$ cat src/rtl/hsid_x_obi_arbiter.sv
// hsid_x_obi_arbiter: round-robin arbiter sharing one OBI read master port between N_PORTS requesters.
// Ports: clk, rst (sync, active-high); s_req/s_addr/s_gnt per requester; s_rvalid/s_rdata routed responses;
// m_obi_req/m_obi_rsp master port; err_unexp_rvalid sticky flag for a response with no outstanding access.
// Define HSID_X_OBI_ARB_FIXED_PRIO_EN for fixed priority (lowest index wins) instead of round-robin.
package hsid_x_obi_inf_pkg;
  localparam int HSID_WORD_WIDTH = 32;
  typedef struct packed {
    logic                       req;
    logic                       we;
    logic [3:0]                 be;
    logic [HSID_WORD_WIDTH-1:0] addr;
    logic [HSID_WORD_WIDTH-1:0] wdata;
  } obi_req_t;
  typedef struct packed {
    logic                       gnt;
    logic                       rvalid;
    logic [HSID_WORD_WIDTH-1:0] rdata;
  } obi_resp_t;
endpackage

module hsid_x_obi_arbiter
  import hsid_x_obi_inf_pkg::*;
#(
  parameter int N_PORTS         = 4,
  parameter int WORD_WIDTH      = HSID_WORD_WIDTH,
  parameter int MAX_OUTSTANDING = 2
) (
  input  logic                          clk,
  input  logic                          rst,
  input  logic [N_PORTS-1:0]            s_req,
  input  logic [N_PORTS*WORD_WIDTH-1:0] s_addr,
  output logic [N_PORTS-1:0]            s_gnt,
  output logic [N_PORTS-1:0]            s_rvalid,
  output logic [WORD_WIDTH-1:0]         s_rdata,
  output obi_req_t                      m_obi_req,
  input  obi_resp_t                     m_obi_rsp,
  output logic                          err_unexp_rvalid
);
  localparam int IW = $clog2(N_PORTS);
  localparam int PW = MAX_OUTSTANDING > 1 ? $clog2(MAX_OUTSTANDING) : 1;
  localparam int CW = $clog2(MAX_OUTSTANDING + 1);
  typedef enum logic {IDLE, LOCKED} state_t;
  state_t state, state_n;
  logic [IW-1:0] sel, sel_n, pick, cur;
  logic [IW-1:0] fifo [MAX_OUTSTANDING];
  logic [PW-1:0] wr_ptr, rd_ptr;
  logic [CW-1:0] count;
  logic pop, push, full, issue;
`ifndef HSID_X_OBI_ARB_FIXED_PRIO_EN
  logic [IW-1:0] rr_ptr;
`endif

  function automatic logic [PW-1:0] nxt(input logic [PW-1:0] p);
    return p == PW'(MAX_OUTSTANDING - 1) ? '0 : p + 1'b1;
  endfunction

  // Scanning downwards lets the last hit (closest to the search start) win.
  always_comb begin
    pick = '0;
    for (int k = N_PORTS - 1; k >= 0; k--) begin
`ifdef HSID_X_OBI_ARB_FIXED_PRIO_EN
      if (s_req[k]) pick = IW'(k);
`else
      if (s_req[(int'(rr_ptr) + k) % N_PORTS]) pick = IW'((int'(rr_ptr) + k) % N_PORTS);
`endif
    end
  end

  // A pop in the same cycle frees a slot, so "full" only blocks when nothing drains.
  always_comb begin
    pop            = !rst && m_obi_rsp.rvalid && count != '0;
    full           = count == CW'(MAX_OUTSTANDING) && !pop;
    issue          = !rst && (state == LOCKED || (|s_req && !full));
    cur            = state == LOCKED ? sel : pick;
    push           = issue && m_obi_rsp.gnt;
    state_n        = issue && !push ? LOCKED : IDLE;
    sel_n          = cur;
    m_obi_req      = '0;
    m_obi_req.req  = issue;
    m_obi_req.addr = issue ? s_addr[cur*WORD_WIDTH +: WORD_WIDTH] : '0;
    s_gnt          = push ? N_PORTS'(1) << cur : '0;
    s_rvalid       = pop ? N_PORTS'(1) << fifo[rd_ptr] : '0;
    s_rdata        = pop ? m_obi_rsp.rdata : '0;
  end

  always_ff @(posedge clk) begin
    if (rst) begin
      state            <= IDLE;
      sel              <= '0;
      wr_ptr           <= '0;
      rd_ptr           <= '0;
      count            <= '0;
      err_unexp_rvalid <= 1'b0;
`ifndef HSID_X_OBI_ARB_FIXED_PRIO_EN
      rr_ptr           <= '0;
`endif
    end else begin
      state <= state_n;
      sel   <= sel_n;
      count <= count + CW'(push) - CW'(pop);
      if (push) begin
        fifo[wr_ptr] <= cur;
        wr_ptr       <= nxt(wr_ptr);
`ifndef HSID_X_OBI_ARB_FIXED_PRIO_EN
        rr_ptr       <= cur == IW'(N_PORTS - 1) ? '0 : cur + 1'b1;
`endif
      end
      if (pop) rd_ptr <= nxt(rd_ptr);
      if (m_obi_rsp.rvalid && count == '0) err_unexp_rvalid <= 1'b1;
    end
  end
endmodule

$ cat config.mk
export PLATFORM = sky130hd
export DESIGN_NAME = hsid_x_obi_arbiter
export DESIGN_NICKNAME = d
export VERILOG_FILES = /design/src/rtl/hsid_x_obi_arbiter.sv
export SDC_FILE = /design/constraint.sdc
export NUM_CORES = 1
export LEC_CHECK = 0
export BUFFER_PORTS_ARGS = -buffer_cell sky130_fd_sc_hd__buf_2
export CAP_MARGIN = 25
export CORE_AREA = 2 2 107 109
export DETAILED_ROUTE_END_ITERATION = 7
export DIE_AREA = 0 0 109 111
export PLACE_DENSITY = 0.55
export SLEW_MARGIN = 20
export SYNTH_ARGS = -nofsm -noshare
export SYNTH_HDL_FRONTEND = slang
export SYNTH_SLANG_ARGS = --single-unit
$ cat constraint.sdc
create_clock -name clk -period 1.8 [get_ports clk]
set_input_delay 0.27 -clock clk [delete_from_list [all_inputs] [get_ports clk]]
set_output_delay 0.27 -clock clk [all_outputs]
set_load 0.005 [all_outputs]
# Word level (Yosys, flattened, before mapping)
# Memory sizes are Yosys's and may differ from the RTL's. A register that Yosys moved wholly into a read port is not among the register bits.
# Index checks and enable logic that the tools add are counted.
# W data, S select, Z words.
classes:
  add_sub_neg: 8
  order_cmp: 4
  eq_ne: 2
  shifts: 3
  mux: 29
  bitwise_logic: 3
  reduce_logical: 19
op_table:
  columns: ["cell", "n"]
  rows:
  - ["$shiftx A128 B8 Y32", 1]
  - ["$mux W32", 2]
  - ["$mux W1", 15]
  - ["$lt A3 B4 Y1 const B", 3]
  - ["$mux W2", 6]
  - ["$bmux W1 S2", 4]
  - ["$logic_and A1 B1 Y1", 8]
  - ["$mux W4", 2]
  - ["$shl A1 B2 Y4 const A", 2]
  - ["$reduce_or A2 Y1", 3]
  - ["$add A2 B1 Y2 const B", 2]
  - ["$add A2 B2 Y2 const B", 2]
  - ["$eq A2 B2 Y1 const B", 2]
  - ["$logic_not A1 Y1", 4]
  - ["$reduce_or A4 Y1", 1]
  - ["$and A1 B1 Y1 const A", 3]
  - ["$lt A2 B3 Y1 const B", 1]
  - ["$add A1 B1 Y1 const B", 2]
  - ["$add A2 B1 Y2", 1]
  - ["$logic_not A2 Y1", 1]
  - ["$reduce_bool A2 Y1", 1]
  - ["$sub A2 B1 Y2", 1]
  - ["$logic_or A1 B1 Y1", 1]
totals:
  register_bits: 10
  ramBits: 4
  out_inout_bits: 111
  elab_cells: 76
  mem_count: 1
mem_list:
  columns: ["name", "words", "word_bits", "read_ports", "rd_clocked_by_memory_dff", "wr", "line_no", "source"]
  rows:
  - ["fifo", 2, 2, 1, 1, 1, "45", "logic [IW-1:0] fifo [MAX_OUTSTANDING];"]

# Depth between registers and ports, before layout
# Gate-level depths: netlist of the first run.
logic_depth:
  depth_word: 13
  depth_mapped: 10
  mapped_depth_nobuf: 9

# Worst setup path after synthesis of the first run
# No wires, ideal clock.
synth_path:
  kind: "flip-flop to flip-flop"
  start: "register rr_ptr[1]"
  end: "register rr_ptr[0]"
  setup_ps: 71
  arrival_ps: 1900
  setup_slack_ps: -171
  path_stages_with_launch: 11
  path_buffers: 2
  period_less_slack_ps: 1971
  cell_sequence: "dfxtp_1 > a21boi_1 > a211oi_1 > o221ai_2 > nand2_4 > buf_12 > buf_12 > inv_2 > ha_1 > or3_1 > a21oi_1"
synth_between:
  elab_chain_cells: 11
  word_cells_on_any_way: 22
synth_lines:
  columns: ["element", "line_no", "source"]
  rows:
  - ["from (decl)", "50", "logic [IW-1:0] rr_ptr;"]
  - ["from (signal assigned)", "105", "rr_ptr <= cur == IW'(N_PORTS - 1) ? '0 : cur + 1'b1;"]
  - ["$add A2 B2 Y2", "64", "if (s_req[(int'(rr_ptr) + k) % N_PORTS]) pick = IW'((int'(rr_ptr) + k) % N_PORTS);"]
  - ["$bmux W1 S2", "64", null]
  - ["$mux W1 (not written as such) (2 in series)", "64", null]
  - ["$mux W2 (3 in series)", "64", null]
  - ["$mux W2 *", "64", null]
  - ["$mux W2 *", "74", "cur = state == LOCKED ? sel : pick;"]
  - ["$add A2 B1 Y2 or $eq A2 B2 Y1 (tied branches)", "105", null]
  - ["$mux W2 *", "105", null]
# Mark *: on every way between the ends. The rest lies on a longest branch, timed or not. The select of a mux whose other input is x is not followed.
# A chain may end at the register's enable or synchronous reset.

==> flow_metrics.env, run 1 <==
export IMPL_setup_viol_count_final=38
export IMPL_yosysMostFrequentCell="mux2i_1"
export IMPL_cap_violations=0
export IMPL_grt_overflow_total=0
export IMPL_p_per_area_nw_per_um2=573
export IMPL_drive_gt1_frac=0.609
export IMPL_fmax_mhz=444
export IMPL_startpoint_type="flop"
export IMPL_viasPerCell=4.29
export IMPL_antenna_found_initial=1
export IMPL_ys_seq_area_frac=0.146
export IMPL_peakVddDrop_v=0.000331
export IMPL_synthArstFlopShare=0
export IMPL_layout_setup_ws_ns=-0.451
export IMPL_fillers=1163
export IMPL_rsz0062_at_grt="true"
export IMPL_syn2layout_area_growth_pct=76.4
export IMPL_placed_area_um2=3730
export IMPL_final_cell_area_um2=4120
export IMPL_coreArea_um2=11100
export IMPL_period_minus_slack_ns=2.25
export IMPL_clockBufferDepth=2
export IMPL_start_util=0.211
export IMPL_syn_inst=281
export IMPL_path_max_fanout=11
export IMPL_path_clk_slew_ns=0.05
export IMPL_synth_distinct_cells=46
export IMPL_io_pins=279
export IMPL_cts_sinks=15
export IMPL_yosys_area_top_type="mux2i_1"
export IMPL_total_leakage_power_uw=0.00235
export IMPL_wirelength_um=9220
export IMPL_hpwl_um=7530
export IMPL_path_cells="or2b_1 > a21oi_2 > o221ai_2 > nand2_4 > buf_12 > mux2i_2 > o22ai_2 > buf_2"
export IMPL_drc_errors=0
export IMPL_synth_ff_type="dfxtp_1"
export IMPL_arrival_ns=1.98
export IMPL_path_class="flop to primary output"
export IMPL_num_rows=39
export IMPL_drt_iter0_markers=67
export IMPL_required_ns=1.53
export IMPL_fin_crit_sh=1.25
export IMPL_comb_power_share=0.634
export IMPL_numCtsBuffers=3
export IMPL_grt_pass1_wl_um=13300
export IMPL_grt_max_degree=33
export IMPL_cts_hold_buf=0
export IMPL_die_w_um=109
export IMPL_die_y_um=111
export IMPL_yosys_top_cells_area="mux2i_1, buf_4, dfxtp_1"
export IMPL_skew_ns=0.000819
export IMPL_netlist_area_leader_share=0.274
export IMPL_slew_viol_final=0
export IMPL_cp_end_kind="primary output"
export IMPL_grt_pass1_vias=2882
export IMPL_tritoncts="done"
export IMPL_p_sw_uw=850
export IMPL_wire_per_inst_um=13.4
export IMPL_avgSynthCellArea_um2=8.31
export IMPL_p_clk_frac=0.185
export IMPL_synthesis_area_um2=2340
export IMPL_htree_levels=1
export IMPL_gp_congestion=0.772
export IMPL_nets=714
export IMPL_cts_root_buf="clkbuf_16"
export IMPL_yosys_top_cells_count="mux2i_1, buf_4, and2_1"
export IMPL_finalSetupTns_ns=-14.41
export IMPL_synth_edf_count=4
export IMPL_final_hold_violation_count=0
export IMPL_hold_class="input pin to flop"
export IMPL_p_seq_frac=0.181
export IMPL_reg2reg_slack_ns=-0.13
export IMPL_ant_nets=0
export IMPL_ys_seq_elements=15
export IMPL_status="complete, but fails checks"
export IMPL_dpl_worst_slack_ns=-0.331
export IMPL_cpMaxStageDelayCell="dfxtp_4"
export IMPL_dieArea_um2=12100
export IMPL_ys_warn_count=0
export IMPL_switching_share=0.360
export IMPL_failed_checks="negative setup slack"
export IMPL_clkLatencyLatePin_ns=0.24
export IMPL_slowest_delay_ns=0.36
export IMPL_vias=2944
export IMPL_p_int_uw=1510
export IMPL_drt_pass1_iter_count=4
export IMPL_grtUsageTotal=0.139
export IMPL_portBuffers=241
## worst paths after layout
path,from,end,cells past startpoint
setup reg to reg,rr_ptr[1],rr_ptr[0],9
setup / recovery,rr_ptr[1],m_obi_req[35],8
hold / removal,m_obi_rsp[33],state,2
hold reg to reg,err_unexp_rvalid,err_unexp_rvalid,2
## power groups by stage
stage | clock (uW) | sequential (uW) | combinational (uW)
3_3_place_gp | 0 | 426 | 1270
4_1_cts | 440 | 423 | 1440
5_1_grt | 454 | 431 | 1640
3_5_place_dp | 0 | 429 | 1290
6_report | 437 | 427 | 1500
2_1_floorplan | 0 | 425 | 844
## placed cells by master (no fill, tap or decap), types with 8 or more instances in the layout
cell     instances
and2_1          31
buf_2          240
buf_4           17
buf_6           13
conb_1          37
dfxtp_1          8
mux2i_1         53
mux2i_2          9
nor2_1          16
o22ai_1         27
## flip-flops by register name, indices dropped and copies added, names as in the netlist, named ones only
register          count
sel                   2
rd_ptr                1
rr_ptr                2
count                 2
fifo                  4
err_unexp_rvalid      1
wr_ptr                1
state                 1
## kinds of logic after synthesis
family / share of synthesized area
DFF: 0.146
adders and majority gates: 0.0161
and+or+nand+nor: 0.191
muxes: 0.279
xor gates and xnor gates: 0.0150
other: 0.00161
AOI/OAI and AO/OA: 0.144
buffers and inverters: 0.208
## metal layers
layer	wire length (um)	part of all wire	track usage
met5	0	0	0
met3	812	0.088	0.0223
met1	3360	0.36	0.142
met2	4960	0.54	0.286
met4	89	0.0097	0.0248
## critical path: cells and delay by family, from the launching register on
family	cells	cell delay [ns]
buffers and inverters	2	0.32
AND/OR/NAND/NOR	2	0.43
AO/OA/AOI/OAI	3	0.38
multiplexers	1	0.24
flip-flops	1	0.36
## through the flow
step / util / instances / hold WS (ns) / total power [uW]
after floorplan: - / 317 / 0.347 / 1270
after global placement: 0.337 / 674 / 0.452 / 1700
after detailed placement: 0.337 / 674 / 0.469 / 1720
after CTS: 0.360 / 683 / 0.259 / 2300
after global routing: 0.372 / 685 / 0.264 / 2520
final: 0.372 / 686 / 0.258 / 2360
## repair_timing
| item | 4_1_cts | 5_1_grt |
|---|---|---|
| endpoints found under the setup margin | 70 | 70 |
| gates cloned | 2 | 1 |
| pin swaps | 3 | 7 |
| gates resized for setup | 26 | 30 |
| buffers inserted | 3 | 2 |
## final cells by class
class | count | area (um2) | share of cell area
Antenna cell | 1 | 2.50 | 0.000607
Clock buffer | 3 | 75.1 | 0.0182
Clock inverter | 1 | 5.00 | 0.00121
Inverter | 12 | 52.6 | 0.0128
Multi-Input combinational cell | 235 | 1860 | 0.451
Sequential cell | 15 | 347 | 0.0841
Tap cell | 143 | 179 | 0.0434
Timing Repair Buffer | 276 | 1600 | 0.388
No activity file was read; power rests on OpenSTA's default activity.
==> run 2, diff against run 1 <==
- CORE_AREA: 2 2 107 109 -> 2 2 109 111
- DIE_AREA: 0 0 109 111 -> 0 0 111 113
- PLACE_DENSITY: 0.55 -> 0.52
- clock period: 1.8 -> 2.1 ns (I/O delays scaled with it)
==> run 2 against run 1 <==
  * The flow still finishes with violations (negative setup slack)
  * First-iteration DRC count fell by 15%
  * Combinational power down 19%
  * Total power down 18%
  * Design area fell by 3.9%
  * Sequential share of layout area rose by 0.37 points
  * Clock power down 17%
  * Sequential power is 14% lower
  * Non-clock buffer count fell by 7
  * Via count decreased by 1.6%
  * Hold slack gained 0.055 ns
==> flow_metrics.env, run 2 (synthesis gave the netlist of run 1 again) <==
export IMPL_cp_end_kind="primary output"
export IMPL_r2r_end="rr_ptr[0]"
export IMPL_grt_overflow_total=0
export IMPL_clkLatencyLatePin_ns=0.24
export IMPL_path_clk_slew_ns=0.05
export IMPL_rr_worst_depth=9
export IMPL_placed_area_um2=3630
export IMPL_coreArea_um2=11300
export IMPL_ant_nets=0
export IMPL_cts_sinks=15
export IMPL_tritoncts="done"
export IMPL_setup_viol_count_final=36
export IMPL_startpoint="rr_ptr[1]"
export IMPL_finalSetupTns_ns=-5.91
export IMPL_final_hold_violation_count=0
export IMPL_layout_commonest_cell="buf_2"
export IMPL_drt_iter0_markers=57
export IMPL_num_rows=39
export IMPL_dieArea_um2=12500
export IMPL_drt_pass1_iter_count=4
export IMPL_place_inst=667
export IMPL_numCtsBuffers=3
export IMPL_dpl_worst_slack_ns=-0.143
export IMPL_grt_pass1_vias=2784
export IMPL_power_uw=1940
export IMPL_arrival_ns=2.03
export IMPL_total_leakage_power_uw=0.00234
export IMPL_grtUsageTotal=0.132
export IMPL_cap_violations=0
export IMPL_final_cell_area_um2=3960
export IMPL_mostFrequentLayoutCells="buf_2, mux2i_1, conb_1"
export IMPL_layout_setup_ws_ns=-0.243
export IMPL_fmax_mhz=427
export IMPL_die_w_um=111
export IMPL_failed_checks="negative setup slack"
export IMPL_reg2reg_from="rr_ptr[1]"
export IMPL_cts_root_buf="clkbuf_16"
export IMPL_grt_max_degree=33
export IMPL_startpoint_type="flop"
export IMPL_drc_errors=0
export IMPL_period_minus_slack_ns=2.34
export IMPL_htree_levels=1
export IMPL_met2_length_um=5080
export IMPL_reg2reg_slack_ns=0.07
export IMPL_portBuffers=241
export IMPL_gp_congestion=0.831
export IMPL_fin_crit_sh=1.12
export IMPL_wire_per_inst_um=14.0
export IMPL_fillers=1207
export IMPL_p_per_area_nw_per_um2=490
export IMPL_top_layer="met4"
export IMPL_vias=2896
export IMPL_slew_viol_final=0
export IMPL_max_flop_register="fifo"
export IMPL_route_met3_wl_um=738
export IMPL_layout_cells_non_filler=678
export IMPL_die_y_um=113
export IMPL_syn2layout_area_growth_pct=69.6
export IMPL_required_ns=1.78
export IMPL_antenna_cells=0
export IMPL_viasPerCell=4.27
export IMPL_path_max_fanout=11
export IMPL_status="complete, but fails checks"
export IMPL_skew_ns=0.000716
export IMPL_peakVddDrop_v=0.000309
export IMPL_largest_register_ffs=4
export IMPL_hpwl_um=7630
export IMPL_grt_pass1_wl_um=13400
export IMPL_clockBufferDepth=2
export IMPL_drt_met1_wl_um=3590
export IMPL_antenna_found_initial=2
export IMPL_io_pins=279
export IMPL_rsz0062_at_grt="true"
export IMPL_endpoint="m_obi_req[59]"
export IMPL_path_class="flop to primary output"
export IMPL_start_util=0.207
export IMPL_holdPathStages=2
export IMPL_hold_class="input pin to flop"
export IMPL_nets=707
export IMPL_drive_gt1_frac=0.566
export IMPL_wirelength_um=9500
-- run 2: cell count changes in the layout (fill, tap and decap cells not counted), moves of 3 or more --
| cell | change |
|---|---|
| buf_6 | -6 |
| ha_4 | -3 |
| nand2_4 | +3 |
| mux2i_1 | +8 |
| buf_4 | -4 |
| mux2i_2 | -6 |
| ha_1 | +3 |
-- run 2: area by class of cell --
cell class                 count  area, um2  share of cell area
clock buffer                   4       78.8              0.0199
inverter                      12       45.0              0.0114
sequential                    15        348              0.0878
timing repair buffer         269       1560               0.393
tap                          143        179              0.0452
multi-input combinational    235       1760               0.443
-- run 2: stage by stage --
stage	util	hold WS, ns
6_report	0.351	0.313
5_1_grt	0.351	0.317
4_1_cts	0.335	0.309
3_5_place_dp	0.322	0.455
3_3_place_gp	0.322	0.458
2_1_floorplan	-	0.392
-- run 2: how the worst min path moves through the flow --
| stage | start | end |
|---|---|---|
| after global routing | m_obi_rsp[33] | state |
| final | m_obi_rsp[33] | state |
| after global placement | err_unexp_rvalid | err_unexp_rvalid |
| after CTS | m_obi_rsp[33] | state |
| after floorplan | m_obi_rsp[33] | state |
| after detailed placement | err_unexp_rvalid | err_unexp_rvalid |
-- run 2: layer usage --
| metal | GRT usage | up-vias |
|---|---|---|
| met4 | 0.0217 | 0 |
| met2 | 0.271 | 163 |
| met3 | 0.0262 | 10 |
| met5 | 0 | - |
| li1 | - | 1431 |
| met1 | 0.141 | 1292 |
-- run 2: power breakdown --
group / switching [uW] / total, uW / internal [uW]
Clock: 107 / 363 / 256
Combinational: 555 / 1210 / 654
Sequential: 30.1 / 367 / 337
-- run 2: worst max-delay path, stage by stage (launching register included) --
cell       delay [ns]
dfxtp_4          0.36
and3b_1          0.21
a211oi_4         0.21
o221ai_4         0.17
nand2_4          0.17
clkbuf_16        0.20
mux2i_1          0.22
o22ai_2          0.10
buf_2            0.13
-- run 2: repair_timing --
action                                 CTS  global route
setup endpoints to repair               37            37
cloned                                   1             4
endpoints found under the hold margin    0             0
hold buffers                             0             0
resized for setup                        9            25
pin swaps                                0             6
buffers inserted                         2             1
==> run 3, diff against run 2 <==
- CTS_BUF_LIST: unset -> sky130_fd_sc_hd__clkbuf_8
- HOLD_SLACK_MARGIN: unset -> 0.02
==> run 3 against run 2 <==
  * Wire length grew 0.12%
  * The run still ends with negative setup slack left
  * Critical path depth is the same
  * Die area is the same
  * Critical endpoint unchanged
  * Highest routed layer unchanged
==> flow_metrics.env, run 3 (synthesis gave the netlist of run 1 again) <==
export IMPL_mostFrequentLayoutCells="buf_2, mux2i_1, conb_1"
export IMPL_clkLatencyLatePin_ns=0.25
export IMPL_path_cells="and3b_1 > a211oi_4 > o221ai_4 > nand2_4 > clkbuf_16 > mux2i_1 > o22ai_2 > buf_2"
export IMPL_required_ns=1.78
export IMPL_wire_per_inst_um=14.0
export IMPL_wirelength_um=9510
export IMPL_period_minus_slack_ns=2.34
export IMPL_p_sw_uw=681
export IMPL_final_cell_area_um2=3930
export IMPL_placed_area_um2=3630
export IMPL_syn2layout_area_growth_pct=68.1
export IMPL_final_hold_violation_count=0
export IMPL_fmax_mhz=427
export IMPL_tritoncts="done"
export IMPL_path_class="flop to primary output"
export IMPL_grt_pass1_wl_um=13400
export IMPL_hp_start="m_obi_rsp[33]"
export IMPL_peakVddDrop_v=0.000219
export IMPL_vias=2903
export IMPL_numCtsBuffers=3
export IMPL_startpoint_type="flop"
export IMPL_cts_sinks=15
export IMPL_p_seq_frac=0.204
export IMPL_grt_max_degree=33
export IMPL_fillers=1210
export IMPL_layout_cells_non_filler=678
export IMPL_antenna_cells=0
export IMPL_layout_setup_ws_ns=-0.243
export IMPL_die_y_um=113
export IMPL_portBuffers=241
export IMPL_failed_checks="negative setup slack"
export IMPL_p_clk_frac=0.124
export IMPL_slew_viol_final=0
export IMPL_total_leakage_power_uw=0.00233
export IMPL_fin_crit_sh=1.12
export IMPL_setup_viol_count_final=36
export IMPL_arrival_ns=2.03
export IMPL_reg2reg_from="rr_ptr[1]"
export IMPL_path_clk_slew_ns=0.06
export IMPL_max_flop_register="fifo"
export IMPL_layout_commonest_cell="buf_2"
export IMPL_cap_violations=0
export IMPL_htree_levels=1
export IMPL_start_util=0.207
export IMPL_worst_path_buf_inv=2
export IMPL_skew_ns=0.00147
export IMPL_viasPerCell=4.28
export IMPL_multi_input_area_um2=1760
export IMPL_crit_family="compound AO/OA/AOI/OAI gates"
export IMPL_place_inst=667
export IMPL_dpl_worst_slack_ns=-0.143
export IMPL_dieArea_um2=12500
export IMPL_clockBufferDepth=2
export IMPL_p_per_area_nw_per_um2=458
export IMPL_hold_class="input pin to flop"
export IMPL_drt_iter0_markers=56
export IMPL_coreArea_um2=11300
export IMPL_grt_pass1_vias=2780
export IMPL_path_max_fanout=11
export IMPL_drc_errors=0
export IMPL_grtUsageTotal=0.132
export IMPL_grt_overflow_total=0
export IMPL_slowest_delay_ns=0.36
export IMPL_hpwl_um=7630
export IMPL_rsz0062_at_grt="true"
export IMPL_drive_gt1_frac=0.566
export IMPL_seqCellArea_um2=348
export IMPL_largest_register_ffs=4
export IMPL_p_int_uw=1120
export IMPL_gp_congestion=0.831
export IMPL_die_w_um=111
export IMPL_cp_end_kind="primary output"
export IMPL_startpoint="rr_ptr[1]"
export IMPL_cts_root_buf="clkbuf_8"
export IMPL_cpMaxStageDelayCell="dfxtp_4"
export IMPL_switching_share=0.378
export IMPL_io_pins=279
export IMPL_nets=707
export IMPL_finalSetupTns_ns=-6.11
export IMPL_drt_pass1_iter_count=5
export IMPL_num_rows=39
export IMPL_antenna_found_initial=2
export IMPL_ant_nets=0
export IMPL_status="complete, but fails checks"
export IMPL_comb_power_share=0.672
-- run 3: cell types whose count changed in the layout (fill, tap and decap cells not counted) --
cell       previous run  this run
clkbuf_16             5         2
inv_1                 9        10
clkbuf_1              1         0
clkbuf_8              0         3
-- run 3: routing by layer --
metal  track usage  wire length (um)
met5             0                 0
met4        0.0242                96
met3        0.0246               752
met2         0.271              5060
met1         0.141              3600
-- run 3: layout make-up --
cell class / count / area share
Clock buffer: 3 / 0.0105
Timing Repair Buffer: 269 / 0.396
Tap cell: 143 / 0.0456
Sequential cell: 15 / 0.0886
Inverter: 12 / 0.0115
Multi-Input combinational cell: 235 / 0.447
Clock inverter: 1 / 0.000956
-- run 3: worst paths after layout --
path | end | slack (ns) | depth (start not counted)
worst min register to register | err_unexp_rvalid | 0.46 | 2
worst min-delay path | state | 0.31 | 2
worst max-delay path | m_obi_req[59] | -0.24 | 8
worst max register to register | rr_ptr[0] | 0.07 | 9
-- run 3: power by group through the flow --
stage / clock network (uW) / logic (uW) / registers (uW)
6_report: 224 / 1210 / 367
5_1_grt: 243 / 1330 / 373
4_1_cts: 232 / 1100 / 366
3_5_place_dp: 0 / 1060 / 370
3_3_place_gp: 0 / 1050 / 368
2_1_floorplan: 0 / 711 / 361
-- run 3: metrics by stage --
stage	power (uW)	hold WS [ns]	utilization
after floorplan	1070	0.392	-
final	1800	0.309	0.348
after global routing	1940	0.307	0.348
after global placement	1420	0.458	0.322
after detailed placement	1430	0.455	0.322
after CTS	1700	0.300	0.332
-- run 3: what timing repair did --
| action | CTS | global route |
|---|---|---|
| setup endpoints to repair | 37 | 37 |
| buffers inserted | 2 | 1 |
| gates resized for setup | 9 | 25 |
| hold endpoints to repair | 0 | 0 |
| hold buffers | 0 | 0 |
| pin swaps | 0 | 6 |
| gates cloned | 1 | 4 |
